**config.mk**
```make
export PLATFORM = sky130hd
export DESIGN_NAME = id_ex_stage
export DESIGN_NICKNAME = d
export VERILOG_FILES = /design/src/rtl/mips_pipe_pkg.sv /design/src/rtl/load_use_detect.sv /design/src/rtl/id_ex_stage.sv
export SDC_FILE = /design/constraint.sdc
export NUM_CORES = 1
export LEC_CHECK = 0
export ABC_AREA = 1
export BUFFER_PORTS_ARGS = -buffer_cell sky130_fd_sc_hd__buf_4
export CAP_MARGIN = 20
export CORE_AREA = 2 2 151 153
export CTS_BUF_LIST = sky130_fd_sc_hd__clkbuf_16
export DETAILED_ROUTE_END_ITERATION = 16
export DIE_AREA = 0 0 153 155
export MAX_ROUTING_LAYER = met4
export PLACE_DENSITY = 0.69
export SLEW_MARGIN = 20
export SYNTH_ARGS = -nofsm -noshare
export SYNTH_HDL_FRONTEND = slang
export SYNTH_SLANG_ARGS = --single-unit
```
**constraint.sdc**
```tcl
create_clock -name clk -period 2.8 [get_ports clk]
set_clock_uncertainty 0.15 [all_clocks]
set_input_delay 0.14 -clock clk [delete_from_list [all_inputs] [get_ports clk]]
set_output_delay 0.14 -clock clk [all_outputs]
set_load 0.005 [all_outputs]
```
**src/rtl/mips_pipe_pkg.sv**
```systemverilog
// rtl/mips_pipe_pkg.sv - control-bundle bit map and bubble constant for the MIPS pipeline
package mips_pipe_pkg;

  localparam int CTRL_REGDST   = 0;
  localparam int CTRL_BRANCHNE = 1;
  localparam int CTRL_BRANCHEQ = 2;
  localparam int CTRL_ALUOP_LO = 3;
  localparam int CTRL_ALUOP_HI = 5;
  localparam int CTRL_ALUSRC   = 6;
  localparam int CTRL_REGWRITE = 7;
  localparam int CTRL_MEMWRITE = 8;
  localparam int CTRL_MEMREAD  = 9;
  localparam int CTRL_MEMTOREG = 10;
  localparam int CTRL_SHAMTSEL = 11;
  localparam int CTRL_REGORPC  = 12;
  localparam int CTRL_ALUMEMPC = 13;
  localparam int CTRL_JUMP     = 14;
  localparam int CTRL_W        = 15;

  // All-zero bundle: no register write, memory access, branch or jump
  localparam logic [CTRL_W-1:0] BUBBLE_CTRL = '0;

endpackage

```
**src/rtl/load_use_detect.sv**
```systemverilog
// rtl/load_use_detect.sv - combinational load-use hazard check between EX and ID
module load_use_detect #(
  parameter int RBits = 5
) (
  input  logic             ex_mem_read,
  input  logic             ex_valid,
  input  logic [RBits-1:0] ex_write_reg,
  input  logic [RBits-1:0] id_rs,
  input  logic [RBits-1:0] id_rt,
  input  logic             id_rt_used,
  output logic             hazard
);

  logic dest_nonzero;
  logic rs_match;
  logic rt_match;

  // $0 is hardwired to zero, so a load targeting it can never feed a consumer
  assign dest_nonzero = (ex_write_reg != '0);
  assign rs_match     = (ex_write_reg == id_rs);
  assign rt_match     = id_rt_used && (ex_write_reg == id_rt);
  assign hazard       = ex_mem_read && ex_valid && dest_nonzero && (rs_match || rt_match);

endmodule

```
**src/rtl/id_ex_stage.sv**
```systemverilog
// rtl/id_ex_stage.sv - ID/EX pipeline register with load-use stall and flush; ID_EX_PERF_EN adds counters
module id_ex_stage
  import mips_pipe_pkg::*;
#(
  parameter int NBits = 32,
  parameter int RBits = 5,
  parameter int CBits = CTRL_W
) (
  input  logic             clk,
  input  logic             reset,
  input  logic [CBits-1:0] id_ctrl,
  input  logic [NBits-1:0] id_read_data1,
  input  logic [NBits-1:0] id_read_data2,
  input  logic [NBits-1:0] id_imm_ext,
  input  logic [NBits-1:0] id_shamt_ext,
  input  logic [NBits-1:0] id_pc_plus4,
  input  logic [RBits-1:0] id_rs,
  input  logic [RBits-1:0] id_rt,
  input  logic             id_rt_used,
  input  logic [RBits-1:0] id_write_reg,
  input  logic             flush,
  output logic [CBits-1:0] ex_ctrl,
  output logic [NBits-1:0] ex_read_data1,
  output logic [NBits-1:0] ex_read_data2,
  output logic [NBits-1:0] ex_imm_ext,
  output logic [NBits-1:0] ex_shamt_ext,
  output logic [NBits-1:0] ex_pc_plus4,
  output logic [RBits-1:0] ex_rs,
  output logic [RBits-1:0] ex_rt,
  output logic [RBits-1:0] ex_write_reg,
  output logic             ex_valid,
  output logic             stall
`ifdef ID_EX_PERF_EN
  ,
  output logic [31:0]      stall_count,
  output logic [31:0]      flush_count
`endif
);

  logic hazard;

  load_use_detect #(.RBits(RBits)) u_load_use_detect (
    .ex_mem_read  (ex_ctrl[CTRL_MEMREAD]),
    .ex_valid     (ex_valid),
    .ex_write_reg (ex_write_reg),
    .id_rs        (id_rs),
    .id_rt        (id_rt),
    .id_rt_used   (id_rt_used),
    .hazard       (hazard)
  );

  // A flushed decode instruction is discarded, so holding it upstream would be pointless
  assign stall = hazard && !flush;

  always_ff @(posedge clk or negedge reset) begin
    if (!reset) begin
      ex_ctrl       <= BUBBLE_CTRL;
      ex_read_data1 <= '0;
      ex_read_data2 <= '0;
      ex_imm_ext    <= '0;
      ex_shamt_ext  <= '0;
      ex_pc_plus4   <= '0;
      ex_rs         <= '0;
      ex_rt         <= '0;
      ex_write_reg  <= '0;
      ex_valid      <= 1'b0;
    end else if (flush || hazard) begin
      ex_ctrl       <= BUBBLE_CTRL;
      ex_read_data1 <= '0;
      ex_read_data2 <= '0;
      ex_imm_ext    <= '0;
      ex_shamt_ext  <= '0;
      ex_pc_plus4   <= '0;
      ex_rs         <= '0;
      ex_rt         <= '0;
      ex_write_reg  <= '0;
      ex_valid      <= 1'b0;
    end else begin
      ex_ctrl       <= id_ctrl;
      ex_read_data1 <= id_read_data1;
      ex_read_data2 <= id_read_data2;
      ex_imm_ext    <= id_imm_ext;
      ex_shamt_ext  <= id_shamt_ext;
      ex_pc_plus4   <= id_pc_plus4;
      ex_rs         <= id_rs;
      ex_rt         <= id_rt;
      ex_write_reg  <= id_write_reg;
      ex_valid      <= 1'b1;
    end
  end

`ifdef ID_EX_PERF_EN
  always_ff @(posedge clk or negedge reset) begin
    if (!reset) begin
      stall_count <= '0;
      flush_count <= '0;
    end else begin
      if (stall && (stall_count != '1)) stall_count <= stall_count + 32'd1;
      if (flush && (flush_count != '1)) flush_count <= flush_count + 32'd1;
    end
  end
`endif

endmodule

```
==> results of run 1 <==
report_power, final:
group	internal (W)	switching, W
sequential	0.00290	0.0000521
clock	0.00128	0.00116
combinational	0.000592	0.000383
layout by cell type (no fill, tap or decap):
cell,n
dfrtp_1,191
xnor2_1,1
nand4_1,1
clkinv_2,2
clkbuf_16,17
clkbuf_8,1
inv_6,4
inv_1,198
nand2_1,28
clkinv_4,2
bufinv_16,1
nand3_1,3
clkinv_8,3
nand2_4,1
nor2_1,198
dlygate4sd3_1,197
buf_4,388
buf_12,3
inv_8,3
through the flow:
| stage | utilization | instance area (µm²) |
|---|---|---|
| floorplan | - | 6691 |
| detailed placement | 0.4389 | 9756 |
| global placement | 0.4389 | 9756 |
| CTS | 0.5546 | 12330 |
| global route | 0.5546 | 12330 |
| finish | 0.5546 | 12330 |
worst reg2reg max path: stages (launching register included):
cell,delay (ps)
dfrtp_1,440
inv_1,60
nand2_1,60
nand2_1,60
nor2_1,110
nand3_1,80
nand2_1,70
nand2_1,90
nand2_4,150
buf_4,460
nor2_1,140
cell type report:
cell class	count	area share
Timing Repair Buffer	589	0.4022
Sequential cell	191	0.3877
Clock inverter	15	0.01421
Inverter	198	0.06029
Clock buffer	17	0.03451
Tap cell	285	0.02893
Multi-Input combinational cell	232	0.07216
final timing paths:
check | startpoint | to | slack [ps] | depth (start not counted)
max | ex_write_reg[4] | ex_shamt_ext[16] | 790 | 10
min | reset | ex_imm_ext[11] | 190 | 2
max reg2reg | ex_write_reg[4] | ex_shamt_ext[16] | 790 | 10
min reg2reg | ex_valid | ex_read_data1[7] | 950 | 6
max in group asynchronous | reset | ex_shamt_ext[8] | 1540 | 3
min in group clk | flush | ex_read_data1[7] | 220 | 5
cells in the mapped netlist, drive strengths merged:
cell	count
dfrtp	191
nor2	198
nand4	1
nand2	29
clkbuf	17
xnor2	1
inv	198
buf	5
nand3	3
cell families after synthesis:
| kind of cell | after synthesis | synth area share |
|---|---|---|
| XOR/XNOR | 1 | 0.001309 |
| flip-flops | 191 | 0.7143 |
| AND/OR/NAND/NOR | 231 | 0.1305 |
| buffers and inverters | 220 | 0.1539 |
what timing repair did:
action / in CTS / in global routing
hold buffers: 197 / 0
gates resized for setup: 0 / 0
hold endpoints to repair: 268 / 0
per-layer routing:
| metal | track usage | part of all wire |
|---|---|---|
| met1 | 0.2155 | 0.40 |
| met3 | 0.03872 | 0.053 |
| met4 | 0.07672 | 0.034 |
| met5 | - | 0 |
| met2 | 0.3109 | 0.51 |
==> results.py, run 1 <==
metrics = {
    "run_status": {
        "status": "complete, no violations",
    },
    "global_route": {
        "grt_pass1_wl_mm": 33.40,
        "first_global_vias": 6416,
        "antenna_found_initial": 0,
        "globalRouteOverflowTotal": 0,
        "grt_max_degree": 82,
        "grt_use_total": 0.1842,
    },
    "cells_and_area": {
        "fin_nets": 1423,
        "syn2layout_area_growth_pct": 84.24,
        "antenna-diode-count": 0,
        "drive_gt1_frac": 0.3422,
        "n_fill_cell": 1799,
        "regArea_um2": 4780,
        "multiInputGateArea_um2": 889.6,
        "final_cells": 1527,
    },
    "timing": {
        "final.setup.tns_ps": 0,
        "worstMarginPinSlew_ps": 673.5,
        "slew_headroom": 0.5510,
        "fin_hold_ws_ps": 185.2,
        "fmaxAchievable_ghz": 0.4982,
        "hold_violations": 0,
        "rsz0062_at_grt": "false",
        "fin_crit_sh": 0.7169,
        "setup_violations": 0,
        "min_period_ps": 2007,
        "finalMaxSlewViolations": 0,
        "setup_ws_ps": 792.7,
    },
    "placed_design": {
        "globalplace.congestion": 0.8500,
        "dpl.hpwl_mm": 13.95,
        "dp.cells": 1298,
        "place_ws_ps": 830.5,
        "port_buffers": 385,
    },
    "clocking": {
        "cts_tree": "built",
        "h-tree-depth": 4,
        "path_clk_slew_ps": 80,
        "cts_inserted_buffers": 17,
        "cts.sinks": 191,
        "cts_root_buf": "clkbuf_16",
        "clock_latency_ps": 420,
        "cts_buffer_depth": 2,
        "cts_setup_buffers": 0,
    },
    "worst_setup_path": {
        "end_kind": "flip-flop",
        "cp_num_buf_inv": 2,
        "cp-start-kind": "flip-flop",
        "cp_slowest_stage_delay_ps": 460,
        "critPathTopFamily": "simple AND/OR/NAND/NOR gates",
        "crit_chain": "inv_1, nand2_1, nand2_1, nor2_1, nand3_1, nand2_1, nand2_1, nand2_4, buf_4, nor2_1",
        "crit_required_ps": 2930,
        "cp.arrival_ps": 2130,
        "crit_top_cell": "nand2_1",
        "cp_slowest_cell": "buf_4",
        "cp_max_fo": 50,
        "worstSetupPathType": "flip-flop to flip-flop",
    },
    "floorplan": {
        "die_width_um": 153,
        "io_pins": 386,
        "rows": 55,
        "initial_utilization": 0.3010,
        "die_h_um": 155,
        "core-area_um2": 22230,
        "die_area_um2": 23720,
    },
    "routing": {
        "dr.first_iter.drc_count": 283,
        "drtPass1Iterations": 5,
        "vias_per_cell": 3.979,
        "wl_mm": 21.51,
        "route.detailed.drc": 0,
        "drtAntennaViolNets": 0,
        "wl_per_cell_um": 14.08,
        "vias": 6076,
    },
    "yosys": {
        "seq_area_frac_synth": 0.7143,
        "ys_ff_latch": 191,
        "synth_top_area_frac": 0.7143,
        "synth_warnings": 0,
        "syn_area_um2": 6691,
        "yosys.cell_types.count": 10,
        "synthesis.nets": 837,
        "synth_area_leaders": "dfrtp_1 71%, inv_1 11%, nor2_1 11%",
        "synthCells": 643,
        "avgSynthCellArea_um2": 10.41,
        "synth.largest_area_cell": "dfrtp_1",
    },
    "hold_path": {
        "hold_class": "input pin to asynchronous set/reset pin",
    },
    "power_and_ir_drop": {
        "p_per_area_nw_per_um2": 516.4,
        "fin_total_pwr_w": 0.006367,
        "max-vdd-ir-drop_mv": 0.3619,
        "leakage_nw": 7.081,
    },
    "job": {
        "cap_violations": 0,
    },
}
(Power assumes the default switching activity.)
==> run 2: changes to the inputs <==
--- a/config.mk
+++ b/config.mk
@@ -5,15 +5,15 @@
 export SDC_FILE = /design/constraint.sdc
 export NUM_CORES = 1
 export LEC_CHECK = 0
-export ABC_AREA = 1
+export ABC_AREA = 0
 export BUFFER_PORTS_ARGS = -buffer_cell sky130_fd_sc_hd__buf_4
 export CAP_MARGIN = 20
-export CORE_AREA = 2 2 151 153
+export CORE_MARGIN = 2
+export CORE_UTILIZATION = 39
 export CTS_BUF_LIST = sky130_fd_sc_hd__clkbuf_16
 export DETAILED_ROUTE_END_ITERATION = 16
-export DIE_AREA = 0 0 153 155
 export MAX_ROUTING_LAYER = met4
-export PLACE_DENSITY = 0.69
+export PLACE_DENSITY = 0.82
 export SLEW_MARGIN = 20
 export SYNTH_ARGS = -nofsm -noshare
 export SYNTH_HDL_FRONTEND = slang
==> constraint.sdc (replaced) <==
create_clock -name clk -period 1.8 [get_ports clk]
set_clock_uncertainty 0.15 [all_clocks]
set_input_delay 0.09 -clock clk [delete_from_list [all_inputs] [get_ports clk]]
set_output_delay 0.09 -clock clk [all_outputs]
set_load 0.005 [all_outputs]
==> results.py, run 2 <==
metrics = {
    "worst_setup_path": {
        "cp_max_fo": 3,
        "worstSetupPathType": "flip-flop to primary output",
        "cp-start-kind": "flip-flop",
        "cp_num_buf_inv": 2,
        "r2r_end": "ex_rt[4]",
        "regToRegSetupSlack_ps": -310,
        "r2r-start": "ex_write_reg[1]",
        "end_kind": "primary output",
        "critPathTopFamily": "simple AND/OR/NAND/NOR gates",
        "cp_slowest_stage_delay_ps": 380,
        "crit_chain": "or3_1, o311a_4, buf_12, and3b_1, buf_4",
        "cp_slowest_cell": "dfrtp_1",
        "rr_worst_depth": 6,
        "crit_required_ps": 1560,
        "cp.arrival_ps": 1950,
    },
    "floorplan": {
        "rows": 52,
        "io_pins": 386,
        "die_width_um": 148.6,
        "initial_utilization": 0.4005,
        "core-area_um2": 20360,
        "die_area_um2": 22090,
        "die_h_um": 148.6,
    },
    "clocking": {
        "h-tree-depth": 4,
        "cts_buffer_depth": 2,
        "cts.sinks": 191,
        "cts_root_buf": "clkbuf_16",
        "cts_tree": "built",
        "clock_latency_ps": 410,
        "path_clk_slew_ps": 80,
        "cts_inserted_buffers": 17,
    },
    "global_route": {
        "grt_use_total": 0.2906,
        "antenna_found_initial": 1,
        "grt_pass1_wl_mm": 46.97,
        "first_global_vias": 8489,
        "grt_max_degree": 69,
        "globalRouteOverflowTotal": 0,
    },
    "job": {
        "cap_violations": 0,
    },
    "yosys": {
        "synth_area_leaders": "dfrtp_1 59%, a21oi_2 19%, nand2b_1 15%",
        "synth_top_area_frac": 0.5860,
        "yosys_most_used_dff": "dfrtp_1",
        "yosysMostFrequentCell": "dfrtp_1",
        "synth.largest_area_cell": "dfrtp_1",
        "synth_edf_count": 0,
        "synthesis.nets": 848,
        "seq_area_frac_synth": 0.5860,
        "avgSynthCellArea_um2": 12.47,
        "synth_warnings": 0,
        "synthCells": 654,
        "syn_area_um2": 8157,
        "synth_common_cells": "191 x dfrtp_1, 190 x nand2b_1, 180 x a21oi_2",
        "ys_ff_latch": 191,
        "async_flop_share": 1.000,
        "yosys.cell_types.count": 16,
    },
    "power_and_ir_drop": {
        "swShare": 0.2688,
        "intPower_w": 0.007689,
        "comb_power_share": 0.219,
        "p_per_area_nw_per_um2": 691.5,
        "seqPwrFrac": 0.437,
        "leakage_nw": 7.090,
        "max-vdd-ir-drop_mv": 0.5968,
        "fin_total_pwr_w": 0.01052,
        "clock_power_share": 0.344,
        "power.switching_w": 0.002827,
    },
    "routing": {
        "drtPass1Iterations": 4,
        "wl_mm": 31.59,
        "drtAntennaViolNets": 0,
        "vias_per_cell": 4.828,
        "route.detailed.drc": 0,
        "vias": 7493,
        "dr.first_iter.drc_count": 302,
        "wl_per_cell_um": 20.35,
    },
    "timing": {
        "hold_violations": 0,
        "setup_violations": 192,
        "min_period_ps": 2188,
        "rsz0062_at_grt": "true",
        "setup_ws_ps": -388.4,
        "finalMaxSlewViolations": 0,
        "fin_crit_sh": 1.216,
        "slew_headroom": 0.6571,
        "fmaxAchievable_ghz": 0.4570,
        "worstMarginPinSlew_ps": 514.3,
    },
    "cells_and_area": {
        "syn2layout_area_growth_pct": 86.42,
        "layout_common_cells": "408 x buf_4, 191 x dfrtp_1, 191 x dlygate4sd3_1",
        "drive_gt1_frac": 0.5425,
        "layout_commonest_cell": "buf_4",
        "fin_nets": 1463,
        "final_cells": 1552,
    },
    "run_status": {
        "status": "finished, violations left",
        "violations": "negative setup slack",
    },
    "placed_design": {
        "port_buffers": 385,
        "globalplace.congestion": 0.8020,
        "dpl.hpwl_mm": 17.14,
        "dp.cells": 1286,
        "place_ws_ps": -57.28,
    },
    "hold_path": {
        "hold_class": "input pin to asynchronous set/reset pin",
    },
}
-- run 2: layer usage --
| layer | up-vias | routed length [µm] | GRT usage |
|---|---|---|---|
| li1 | 3375 | - | - |
| met2 | 332 | 16840 | 0.5160 |
| met3 | 59 | 2319 | 0.07331 |
| met1 | 3727 | 11440 | 0.3181 |
| met4 | 0 | 981 | 0.09905 |
| met5 | - | 0 | - |
-- run 2: how the worst max path moves through the flow --
stage	startpoint	endpoint	cells after the start
6_report	ex_write_reg[1]	stall	5
5_1_grt	ex_write_reg[1]	stall	5
4_1_cts	ex_write_reg[4]	stall	5
3_5_place_dp	ex_write_reg[1]	stall	5
3_3_place_gp	ex_write_reg[4]	stall	5
2_1_floorplan	ex_write_reg[4]	ex_ctrl[0]	5
-- run 2: final cells by class --
class / instances / area (µm²)
clock buffer: 17 / 425.4
multi-input combinational: 399 / 3131
timing repair buffer: 660 / 6402
tap: 270 / 337.8
clock inverter: 14 / 127.6
fill: 1199 / 5159
sequential: 191 / 4780
antenna: 1 / 2.502
-- run 2: power by group through the flow --
| stage | logic [W] | registers, W | clock network, W |
|---|---|---|---|
| floorplan | 0.000587 | 0.00469 | 0 |
| global placement | 0.00159 | 0.00466 | 0 |
| detailed placement | 0.00162 | 0.00467 | 0 |
| CTS | 0.00223 | 0.00459 | 0.00365 |
| global route | 0.00245 | 0.00461 | 0.00388 |
| finish | 0.00230 | 0.00460 | 0.00361 |
-- run 2: repair_timing --
| item | in CTS | in global routing |
|---|---|---|
| pin swaps | 2 | 4 |
| gates cloned | 23 | 1 |
| buffers inserted | 17 | 4 |
| hold buffers | 191 | 0 |
| gates resized for setup | 35 | 24 |
| endpoints found under the hold margin | 381 | 0 |
| endpoints found under the setup margin | 124 | 192 |
-- run 2: cell families after synthesis --
kind of cell / share of synthesized area
AOI/OAI and AO/OA: 0.2020
xor gates and xnor gates: 0.01074
buffers and inverters: 0.05139
DFF: 0.5860
and+or+nand+nor: 0.1499
-- run 2: per-stage QoR --
| step | TNS, ps | util | cell area [µm²] | hold slack (ps) |
|---|---|---|---|---|
| after global placement | -798.3 | 0.5699 | 11600 | -53.14 |
| after floorplan | 0 | - | 8157 | -355.6 |
| final | -43570 | 0.7467 | 15210 | 64.71 |
| after global routing | -52140 | 0.7467 | 15210 | 92.77 |
| after CTS | -47170 | 0.7403 | 15080 | 61.79 |
| after detailed placement | -1011 | 0.5699 | 11600 | -43.27 |
-- run 2: worst register-to-register path, delay by kind of cell (launching register included) --
kind,cells,cell delay (ps)
AOI/OAI and AO/OA,2,500
DFF,1,380
buffers and inverters,3,630
and+or+nand+nor,1,380
